<file path="src/rtl/d_mdu_stall_ctrl.sv">
// Issue-side MDU stall controller with a shadow busy/occupancy counter.
// Optional busy cross-check against E_MDU enabled by MDU_CHECK_EN.
module d_mdu_stall_ctrl #(
    parameter int MULT_LAT = 4,
    parameter int DIV_LAT  = 9,
    parameter int CNT_W    = 4
) (
    input  logic             clk,
    input  logic             reset,
    input  logic             req,
    input  logic [3:0]       D_sel_MDU,
    input  logic [3:0]       E_sel_MDU,
    input  logic             mdu_busy,
    output logic             stall_mdu,
    output logic             busy_sh,
    output logic [CNT_W-1:0] remain,
    output logic [1:0]       op_kind,
    output logic             chk_err
);

    typedef enum logic [1:0] {
        IDLE = 2'd0,
        MULT = 2'd1,
        DIV  = 2'd2
    } state_t;

    state_t           state;
    state_t           state_nx;
    logic [CNT_W-1:0] remain_q;
    logic [CNT_W-1:0] remain_nx;
    logic             busy_q;
    logic             busy_nx;
    logic             e_mult;
    logic             e_div;
    logic             e_start;
    logic             d_mdu;

    always_comb begin
        e_mult  = (E_sel_MDU == 4'd1) || (E_sel_MDU == 4'd2);
        e_div   = (E_sel_MDU == 4'd3) || (E_sel_MDU == 4'd4);
        e_start = !req && (state == IDLE) && (e_mult || e_div);
        d_mdu   = (D_sel_MDU != 4'd0) && (D_sel_MDU <= 4'd8);
    end

    assign stall_mdu = d_mdu && (e_start || busy_q);
    assign busy_sh   = busy_q;
    assign remain    = remain_q;
    assign op_kind   = state;

    // Everything holds while req is high, mirroring the frozen MDU.
    always_comb begin
        state_nx  = state;
        remain_nx = remain_q;
        busy_nx   = busy_q;
        if (!req) begin
            unique case (state)
                IDLE: begin
                    if (e_start) begin
                        busy_nx = 1'b1;
                        if (e_mult) begin
                            state_nx  = MULT;
                            remain_nx = CNT_W'(MULT_LAT);
                        end else begin
                            state_nx  = DIV;
                            remain_nx = CNT_W'(DIV_LAT);
                        end
                    end
                end
                MULT, DIV: begin
                    if (remain_q <= CNT_W'(1)) begin
                        state_nx  = IDLE;
                        remain_nx = '0;
                        busy_nx   = 1'b0;
                    end else begin
                        remain_nx = remain_q - CNT_W'(1);
                    end
                end
                default: begin
                    state_nx  = IDLE;
                    remain_nx = '0;
                    busy_nx   = 1'b0;
                end
            endcase
        end
    end

    always_ff @(posedge clk or posedge reset) begin
        if (reset) begin
            state    <= IDLE;
            remain_q <= '0;
            busy_q   <= 1'b0;
        end else begin
            state    <= state_nx;
            remain_q <= remain_nx;
            busy_q   <= busy_nx;
        end
    end

`ifdef MDU_CHECK_EN
    logic chk_q;

    always_ff @(posedge clk or posedge reset) begin
        if (reset) begin
            chk_q <= 1'b0;
        end else if (!req && (mdu_busy != busy_q)) begin
            chk_q <= 1'b1;
        end
    end

    assign chk_err = chk_q;
`else
    logic unused_mdu_busy;

    assign unused_mdu_busy = mdu_busy;
    assign chk_err         = 1'b0;
`endif

endmodule

</file>
<file path="config.mk">
export PLATFORM = sky130hd
export DESIGN_NAME = d_mdu_stall_ctrl
export DESIGN_NICKNAME = d
export VERILOG_FILES = /design/src/rtl/d_mdu_stall_ctrl.sv
export SDC_FILE = /design/constraint.sdc
export NUM_CORES = 1
export LEC_CHECK = 0
export BUFFER_PORTS_ARGS = -buffer_cell sky130_fd_sc_hd__clkbuf_2
export CORE_AREA = 8 8 45 47
export DETAILED_ROUTE_END_ITERATION = 6
export DIE_AREA = 0 0 53 55
export PLACE_DENSITY = 0.75
export RECOVER_POWER = 25
export SYNTH_ARGS = -nofsm -noshare
export SYNTH_HDL_FRONTEND = slang
export SYNTH_SLANG_ARGS = --single-unit
</file>
<file path="constraint.sdc">
create_clock -name clk -period 2 [get_ports clk]
set_clock_uncertainty 0.1 [all_clocks]
set_input_delay 0.6 -clock clk [delete_from_list [all_inputs] [get_ports clk]]
set_output_delay 0.6 -clock clk [all_outputs]
set_load 0.02 [all_outputs]
</file>
=== Word level (Yosys, flattened, before mapping) ===
Index checks and enable logic that the tools add are counted.

* Input port bits: 12
* Output and inout bits: 9
* Register bits: 7
* Logic and storage cells: 40

* Bitwise operators: 1
* Reductions and logical operators: 14
* Order comparisons: 2
* $add $sub $neg: 1
* Multiplexer cells: 11
* Equality and inequality tests: 8

{| class="wikitable"
|+ Operators with widths
! operator !! number
|-
| $mux 4 || 3
|-
| $eq 4x2->1 const B || 2
|-
| $pmux 4 s2 || 1
|-
| $mux 2 || 3
|-
| $eq 4x1->1 const B || 1
|-
| $eq 4x3->1 const B || 1
|-
| $le 4x1->1 const B || 1
|-
| $le 4x4->1 const B || 1
|-
| $logic_and 1x1->1 || 4
|-
| $logic_or 1x1->1 || 4
|-
| $ne 2x2->1 const B || 2
|-
| $pmux 2 s2 || 1
|-
| $reduce_bool 4->1 || 1
|-
| $sub 4x1->4 const B || 1
|-
| $reduce_and 3->1 || 1
|-
| $eq 2x1->1 const B || 1
|-
| $eq 2x2->1 const B || 1
|-
| $logic_not 2->1 || 1
|-
| $mux 1 || 2
|-
| $pmux 1 s2 || 1
|-
| $reduce_and 2->1 || 1
|-
| $reduce_or 2->1 || 1
|-
| $logic_not 1->1 || 1
|-
| $not 1->1 || 1
|}

=== Longest topological paths before layout ===
Gate-level depths: netlist of the first run.

* Depth after elaboration: 6
* Depth in mapped cells: 6
* Depth with buffers taken out: 6

=== Worst setup path before layout of the first run ===
OpenSTA, ideal clock, no wires.

* Path type: in2out
* From: input port E_sel_MDU[0]
* To: output port stall_mdu
* Buffers on the path: 0
* Required time: 1.300 ns
* Stages on the path: 4
* Setup slack: -0.124 ns
* Data arrival time: 1.424 ns
* Cell sequence: o21a_1 > nor4_1 > nor2_1 > nor2_1

* Word-level cells in the longest chain between the ends: 6
* Elaborated cells between the ends (all ways): 10
* Those cells by class: eq/ne (4); reduce/logical (6)

{| class="wikitable"
|+ Ends and longest elaborated chain
! element !! line !! RTL
|-
| start, declared || 12 || <nowiki>input logic [3:0] E_sel_MDU,</nowiki>
|-
| $eq 4x1->1 (tied with other cells) || 39 || <nowiki>e_mult = (E_sel_MDU == 4'd1) || (E_sel_MDU == 4'd2);</nowiki>
|-
| $logic_or 1x1->1 (on tied branches) || 39, 40 ||
|-
| $logic_or 1x1->1 * || 41 || <nowiki>e_start = !req && (state == IDLE) && (e_mult || e_div);</nowiki>
|-
| $logic_and 1x1->1 * || 41 ||
|-
| $logic_or 1x1->1 * || 45 || <nowiki>assign stall_mdu = d_mdu && (e_start || busy_q);</nowiki>
|-
| $logic_and 1x1->1 * || 45 ||
|-
| end, declared || 14 || <nowiki>output logic stall_mdu,</nowiki>
|}

Mark *: on every way between the ends. The rest lies on a longest branch, timed or not.

=== Worst setup path in the final report of the first run ===
* From: input port E_sel_MDU[1]
* To: output port stall_mdu

The elaborated chain is that of the path after synthesis.

==> results of run 1 <==
## cells by family after synthesis
group | Yosys count
other | 1
multiplexers | 1
flip-flops | 7
XOR/XNOR | 2
buffers and inverters | 9
AND/OR/NAND/NOR | 18
adder cells (fa/ha/maj) | 4
AO/OA/AOI/OAI | 15
## sequential cells by signal (all words and copies together) (netlist names)
register,cells
op_kind,2
remain,4
busy_sh,1
## power by group
group / switching [mW] / internal (mW) / total, mW / leakage, nW
combinational: 0.391 / 0.340 / 0.731 / 0.263
sequential: 0.0769 / 0.203 / 0.280 / 0.0898
clock: 0.0573 / 0.0765 / 0.134 / 0.0150
total: 0.525 / 0.619 / 1.14 / 0.368
## Yosys cell counts, drive strengths merged
| master | n | share of area |
|---|---|---|
| ha | 4 | 0.097 |
| inv | 8 | 0.058 |
| nand2b | 1 | 0.012 |
| o2bb2ai | 1 | 0.017 |
| nand2 | 3 | 0.022 |
| xor2 | 1 | 0.017 |
| nor4 | 1 | 0.012 |
| o21ai | 4 | 0.039 |
| o31a | 1 | 0.017 |
| o21a | 1 | 0.015 |
| a22o | 1 | 0.019 |
| buf | 1 | 0.015 |
| o31ai | 4 | 0.068 |
| nor3 | 5 | 0.049 |
| nor4b | 1 | 0.017 |
| a41oi | 1 | 0.017 |
| o22ai | 1 | 0.012 |
| xnor2 | 1 | 0.017 |
| nor3b | 3 | 0.044 |
| conb | 1 | 0.0073 |
| or2 | 1 | 0.017 |
| dfrtp | 7 | 0.34 |
| mux2i | 1 | 0.019 |
| nor2 | 3 | 0.022 |
| o41ai | 1 | 0.032 |
## routing by layer
metal | wire length [µm] | track usage | part of all wire
met1 | 589 | 0.110 | 0.43
met2 | 702 | 0.189 | 0.51
met3 | 69 | 0.0187 | 0.050
met4 | 21 | 0.0388 | 0.015
met5 | 0 | 0 | 0
## cell type report
| class | instances | area [µm²] |
|---|---|---|
| clock buffer | 4 | 26.3 |
| fill | 122 | 627 |
| inverter | 8 | 30.0 |
| multi-input combinational | 41 | 324 |
| sequential | 7 | 175 |
| tap | 16 | 20.0 |
| timing repair buffer | 29 | 181 |
## stage by stage
stage / TNS, ps / utilization / worst slack, ps
3_5_place_dp: -200 / 0.513 / -200
2_1_floorplan: 0 / - / 9.27
4_1_cts: -199 / 0.547 / -199
5_1_grt: -262 / 0.547 / -262
6_report: -175 / 0.547 / -175
3_3_place_gp: -190 / 0.513 / -190
## worst min-delay path by stage
stage          slack (ps)   from  cells after the start                endpoint
2_1_floorplan         300  reset                      1     busy_sh$_DFFE_PP0P_
3_3_place_gp          410  reset                      2  op_kind[0]$_DFFE_PP0P_
3_5_place_dp          430  reset                      2   remain[3]$_DFFE_PP0P_
4_1_cts               150  reset                      2  op_kind[0]$_DFFE_PP0P_
5_1_grt               170  reset                      2   remain[3]$_DFFE_PP0P_
6_report              150  reset                      2  op_kind[1]$_DFFE_PP0P_
## worst max-delay path: cells and delay by family
family	cells	cell delay (ps)
and+or+nand+nor	3	420
buffers and inverters	2	250
AOI/OAI and AO/OA	1	210
## timing repair
item	CTS	global route
setup endpoints to repair	1	1
pin swaps	1	0
resized for setup	5	1
==> run_results.csv, run 1 <==
group,metric,value,unit
setup_path,critical_path.max_stage_delay,250,ps
grt,overflow,0,
layout,layout.nets,106,
cts,clk_path_buf_depth,2,
sta,min_hold_slack,146,ps
yosys,syn-cell-area,515,µm²
cts,clock_tree.htree_level_count,1,
route,via_per_inst,5.22,
sta,layout_min_cycle_time,2180,ps
layout,final_layout_size_suffix_gt1_frac,0.461,
setup_path,r2r-end,"remain[0]$_DFFE_PP0P_",
sta,setup_slack,-175,ps
cts,cts.sinks,7,
grt,grt_start_max_net_pins,8,
sta,unrepaired_setup_endpoints_after_global_routing,"true",
setup_path,setup.worst_path.start,"E_sel_MDU[1]",
pwr,max-vdd-ir-drop,562,µV
placement,total_of_buffers_placed_on_input_and_output_ports,18,
setup_path,reg2reg_setup_slack,250,ps
floorplan,fp.dieH,55,µm
floorplan,design.core.area,1380,µm²
yosys,seq_area_frac_synth,0.340,
layout,final_area,757,µm²
grt,antenna_found_initial,0,
route,first_iter_violations,7,
layout,final_cell_mix,"sky130_fd_sc_hd__clkbuf_2 (17), sky130_fd_sc_hd__buf_4 (11), sky130_fd_sc_hd__dfrtp_1 (7)",
setup_path,setup.worst_path.end,"stall_mdu",
placement,place_congestion,0.738,
setup_path,worst_r2r_path_cells,7,
yosys,count_of_state_elements_after_synthesis,7,
cts,cts-buffers-inserted,3,
setup_path,worst-setup-path-type,"in -> out",
floorplan,i_o_pin_total,21,
status,violations_in_the_final_reports,"setup timing",
setup_path,timing.critical_path.required,1300,ps
status,run_status,"finished, violations left",
yosys,syn-instance-count,57,
route,drt_pass1_iterations,4,
cts,path_clk_slew,50,ps
grt,grt_first_pass_wirelength,2240,µm
setup_path,crit_path_dat,1480,ps
placement,dpl_cell_area,709,µm²
floorplan,std_cell_rows,14,
grt,first_global_vias,563,
pwr,totalPowerFinal,1.14,mW
floorplan,die_w,53,µm
pwr,p_leak,0.368,nW
setup_path,critical_path.cell_chain,"clkbuf_2 -> o21a_1 -> nor4_2 -> nor2_1 -> nor2_2 -> clkbuf_8",
setup_path,critPathCaptureType,"output pin",
yosys,synth-warning-count,0,
cts,cts_tree,"yes",
sta,timing.final.setup_violations,1,
yosys,post_synth_xor_area_fraction,0.0340,
route,drtAntennaViolNets,0,
worst_hold_path,hold_class,"in -> async",
layout,layout.cells.non_filler,105,
pwr,cellPowerDensity,1510,nW/µm²
setup_path,crit_slowest_cell,"sky130_fd_sc_hd__nor4_2",
sta,final_clock_period_utilization_by_the_worst_path,1.09,
layout,final_common_cell,"sky130_fd_sc_hd__clkbuf_2",
layout,area.growth.synth_to_final,46.8,%
cts,ctsRootBufferMaster,"sky130_fd_sc_hd__clkbuf_4",
placement,post-dp-hpwl,1130,µm
yosys,post_synth_num_cell_types,26,
grt,global_route.usage.total,0.101,
yosys,mappedNetlistNets,73,
setup_path,worstSetupStartpointType,"primary input",
setup_path,reg2reg_from,"remain[0]$_DFFE_PP0P_",
cts,hold_fix_buffer_count_after_cts,0,
yosys,mux_cell_area_share_after_synthesis,0.0194,
layout,antennaDiodeCount,0,
placement,dp_cells,101,
route,overall_via_count_from_detail_route,548,
yosys,yosys.area_share.simple,0.194,
sta,timing.final.hold_violations,0,
route,drc_errors,0,
yosys,synth-adder-area-share,0.0971,
sta,maxClockFrequency,0.460,GHz
cts,clkLatencyLatePin,260,ps
yosys,synth_top_family_by_area,"compound AO/OA/AOI/OAI gates",
yosys,compound_gate_fraction_of_synth_area,0.235,
setup_path,timing.critical_path.fanout_max,3,
sta,maxSlewViolCount,0,
run,cap_violations,0,
route,route.detailed.wl_per_inst,13.2,µm
route,totalWireLength,1380,µm
yosys,synth_area_per_cell,9.04,µm²
floorplan,initial_utilization,0.373,
cts,post_cts_buffers,0,
floorplan,design.die.area,2920,µm²
No activity file was read; power rests on OpenSTA's default activity.
==> run 2: changes to the inputs <==
==> constraint.sdc (replaced) <==
create_clock -name clk -period 2 [get_ports clk]
set_clock_uncertainty 0.1 [all_clocks]
set_input_delay 0.4 -clock clk [delete_from_list [all_inputs] [get_ports clk]]
set_output_delay 0.4 -clock clk [all_outputs]
set_load 0.02 [all_outputs]
==> run 2 against run 1 <==
The flow now finishes without violations; non-clock buffer count decreased by 4; worst hold slack improved by 240 ps; largest cell class unchanged; power increased by 3.9%; sequential power decreased by 7%.
==> run_results.csv, run 2 (synthesis results as in run 1) <==
group,metric,value,unit
status,run_status,"finished, final reports clean",
route,first_iter_violations,11,
setup_path,setup.worst_path.start,"op_kind[0]$_DFFE_PP0P_",
floorplan,initial_utilization,0.373,
grt,global_route.usage.total,0.0999,
route,drtAntennaViolNets,0,
floorplan,std_cell_rows,14,
cts,cts_tree,"yes",
setup_path,critical_path.max_stage_delay,380,ps
cts,clock_tree.htree_level_count,1,
cts,ctsRootBufferMaster,"sky130_fd_sc_hd__clkbuf_4",
sta,timing.final.setup_violations,0,
setup_path,reg2reg_from,"remain[0]$_DFFE_PP0P_",
setup_path,r2r-end,"remain[0]$_DFFE_PP0P_",
layout,final_layout_size_suffix_gt1_frac,0.435,
route,drc_errors,0,
setup_path,worst-setup-path-type,"reg -> out",
setup_path,timing.critical_path.fanout_max,2,
layout,final_core_util,0.536,
setup_path,critPathCaptureType,"output pin",
worst_hold_path,hold_path.startpoint,"req",
setup_path,crit_path_dat,1400,ps
sta,maxSlewViolCount,0,
grt,overflow,0,
sta,setup_slack,100,ps
grt,first_global_vias,511,
setup_path,timing.critical_path.required,1500,ps
placement,dp_cells,91,
layout,layout.cells.non_filler,101,
layout,final_cell_mix,"sky130_fd_sc_hd__clkbuf_2 (17), sky130_fd_sc_hd__dfrtp_1 (7), sky130_fd_sc_hd__buf_4 (7)",
setup_path,crit_slowest_cell,"sky130_fd_sc_hd__dfrtp_1",
cts,path_clk_slew,60,ps
sta,timing.final.hold_violations,0,
layout,area.growth.synth_to_final,43.9,%
setup_path,worstSetupStartpointType,"flip-flop",
pwr,totalPowerFinal,1.19,mW
pwr,cellPowerDensity,1600,nW/µm²
route,overall_via_count_from_detail_route,540,
setup_path,path_common_cell,"sky130_fd_sc_hd__nor2_1",
layout,antennaDiodeCount,0,
route,route.detailed.wl_per_inst,13.1,µm
floorplan,fp.dieH,55,µm
layout,filler_cell_count_in_the_final_layout,136,
placement,place_congestion,0.777,
cts,clk_path_buf_depth,2,
layout,largest_register_ffs,4,
pwr,p_leak,0.354,nW
setup_path,worst_r2r_path_cells,7,
placement,post-dp-hpwl,1000,µm
setup_path,critical_path.cell_chain,"inv_2 -> ha_4 -> nand2b_4 -> nor4_4 -> nor2_1 -> nor2_1 -> buf_4",
grt,antenna_found_initial,0,
route,totalWireLength,1320,µm
cts,clkLatencyLatePin,270,ps
route,drt_pass1_iterations,4,
grt,grt_start_max_net_pins,8,
placement,dp_worst_setup_slack,141,ps
floorplan,i_o_pin_total,21,
sta,final_clock_period_utilization_by_the_worst_path,0.950,
route,via_per_inst,5.35,
sta,maxClockFrequency,0.526,GHz
floorplan,design.die.area,2920,µm²
worst_hold_path,hold_depth,3,
pwr,max-vdd-ir-drop,988,µV
setup_path,reg2reg_setup_slack,250,ps
cts,cts-buffers-inserted,3,
layout,final_common_cell,"sky130_fd_sc_hd__clkbuf_2",
layout,final_area,742,µm²
floorplan,die_w,53,µm
sta,layout_min_cycle_time,1900,ps
run,cap_violations,0,
worst_hold_path,hold_class,"in -> reg",
cts,cts.sinks,7,
sta,unrepaired_setup_endpoints_after_global_routing,"true",
worst_hold_path,hold_end,"remain[2]$_DFFE_PP0P_",
placement,total_of_buffers_placed_on_input_and_output_ports,18,
grt,grt_first_pass_wirelength,2130,µm
floorplan,design.core.area,1380,µm²
placement,dpl_cell_area,626,µm²
layout,layout.nets,102,
-- run 2: cell types whose count changed in the layout (fill, tap and decap cells not counted) --
cell	change
sky130_fd_sc_hd__nor2_2	-1
sky130_fd_sc_hd__clkbuf_8	-1
sky130_fd_sc_hd__nor3b_1	-1
sky130_fd_sc_hd__nor2_1	+1
sky130_fd_sc_hd__nand2b_4	+1
sky130_fd_sc_hd__nor4_2	-1
sky130_fd_sc_hd__nor3b_2	+1
sky130_fd_sc_hd__nor4_4	+1
sky130_fd_sc_hd__buf_4	-4
sky130_fd_sc_hd__nand2b_1	-1
sky130_fd_sc_hd__dlygate4sd3_1	+1
-- run 2: cell type report --
cell class	instances	area, µm²	share of cell area
clock buffer	4	26.3	0.0354
sequential	7	175	0.236
inverter	8	30.0	0.0405
multi-input combinational	41	343	0.462
timing repair buffer	25	148	0.199
tap	16	20.0	0.0270
-- run 2: metal layers --
layer  vias to the layer above  GRT usage  share of wire
met3                         4     0.0455          0.091
met4                         0     0.0647          0.022
met2                        23      0.146           0.47
met1                       256      0.116           0.42
li1                        257          -              -
met5                         -          0              0
-- run 2: critical path: cells and delay by family (launching register included) --
kind,cells,cell delay (ps)
flip-flops,1,380
AND/OR/NAND/NOR,4,380
buffers and inverters,2,220
adder cells (fa/ha/maj),1,150
-- run 2: worst max path at each step --
stage                     slack [ps]   endpoint
after CTS                        -20  stall_mdu
final                            100  stall_mdu
after floorplan                  120  stall_mdu
after global routing              -7  stall_mdu
after global placement           130  stall_mdu
after detailed placement         140  stall_mdu
-- run 2: timing repair --
| action | CTS | global route |
|---|---|---|
| gates resized for setup | 6 | 4 |
| hold buffers | 1 | 0 |
| buffers inserted | 4 | 1 |
| endpoints found under the setup margin | 1 | 2 |
| pin swaps | 4 | 4 |
| hold endpoints to repair | 7 | 0 |
-- run 2: report_power, final --
part	total, mW	switching [mW]	internal, mW
logic	0.786	0.410	0.375
clock network	0.141	0.0645	0.0769
registers	0.261	0.0584	0.203
total	1.19	0.533	0.655
-- run 2: per-stage QoR --
stage | hold slack (ps) | TNS (ps)
floorplan | 103 | 0
global placement | 223 | 0
detailed placement | 228 | 0
CTS | 367 | -15.3
global route | 411 | -7.49
finish | 383 | 0
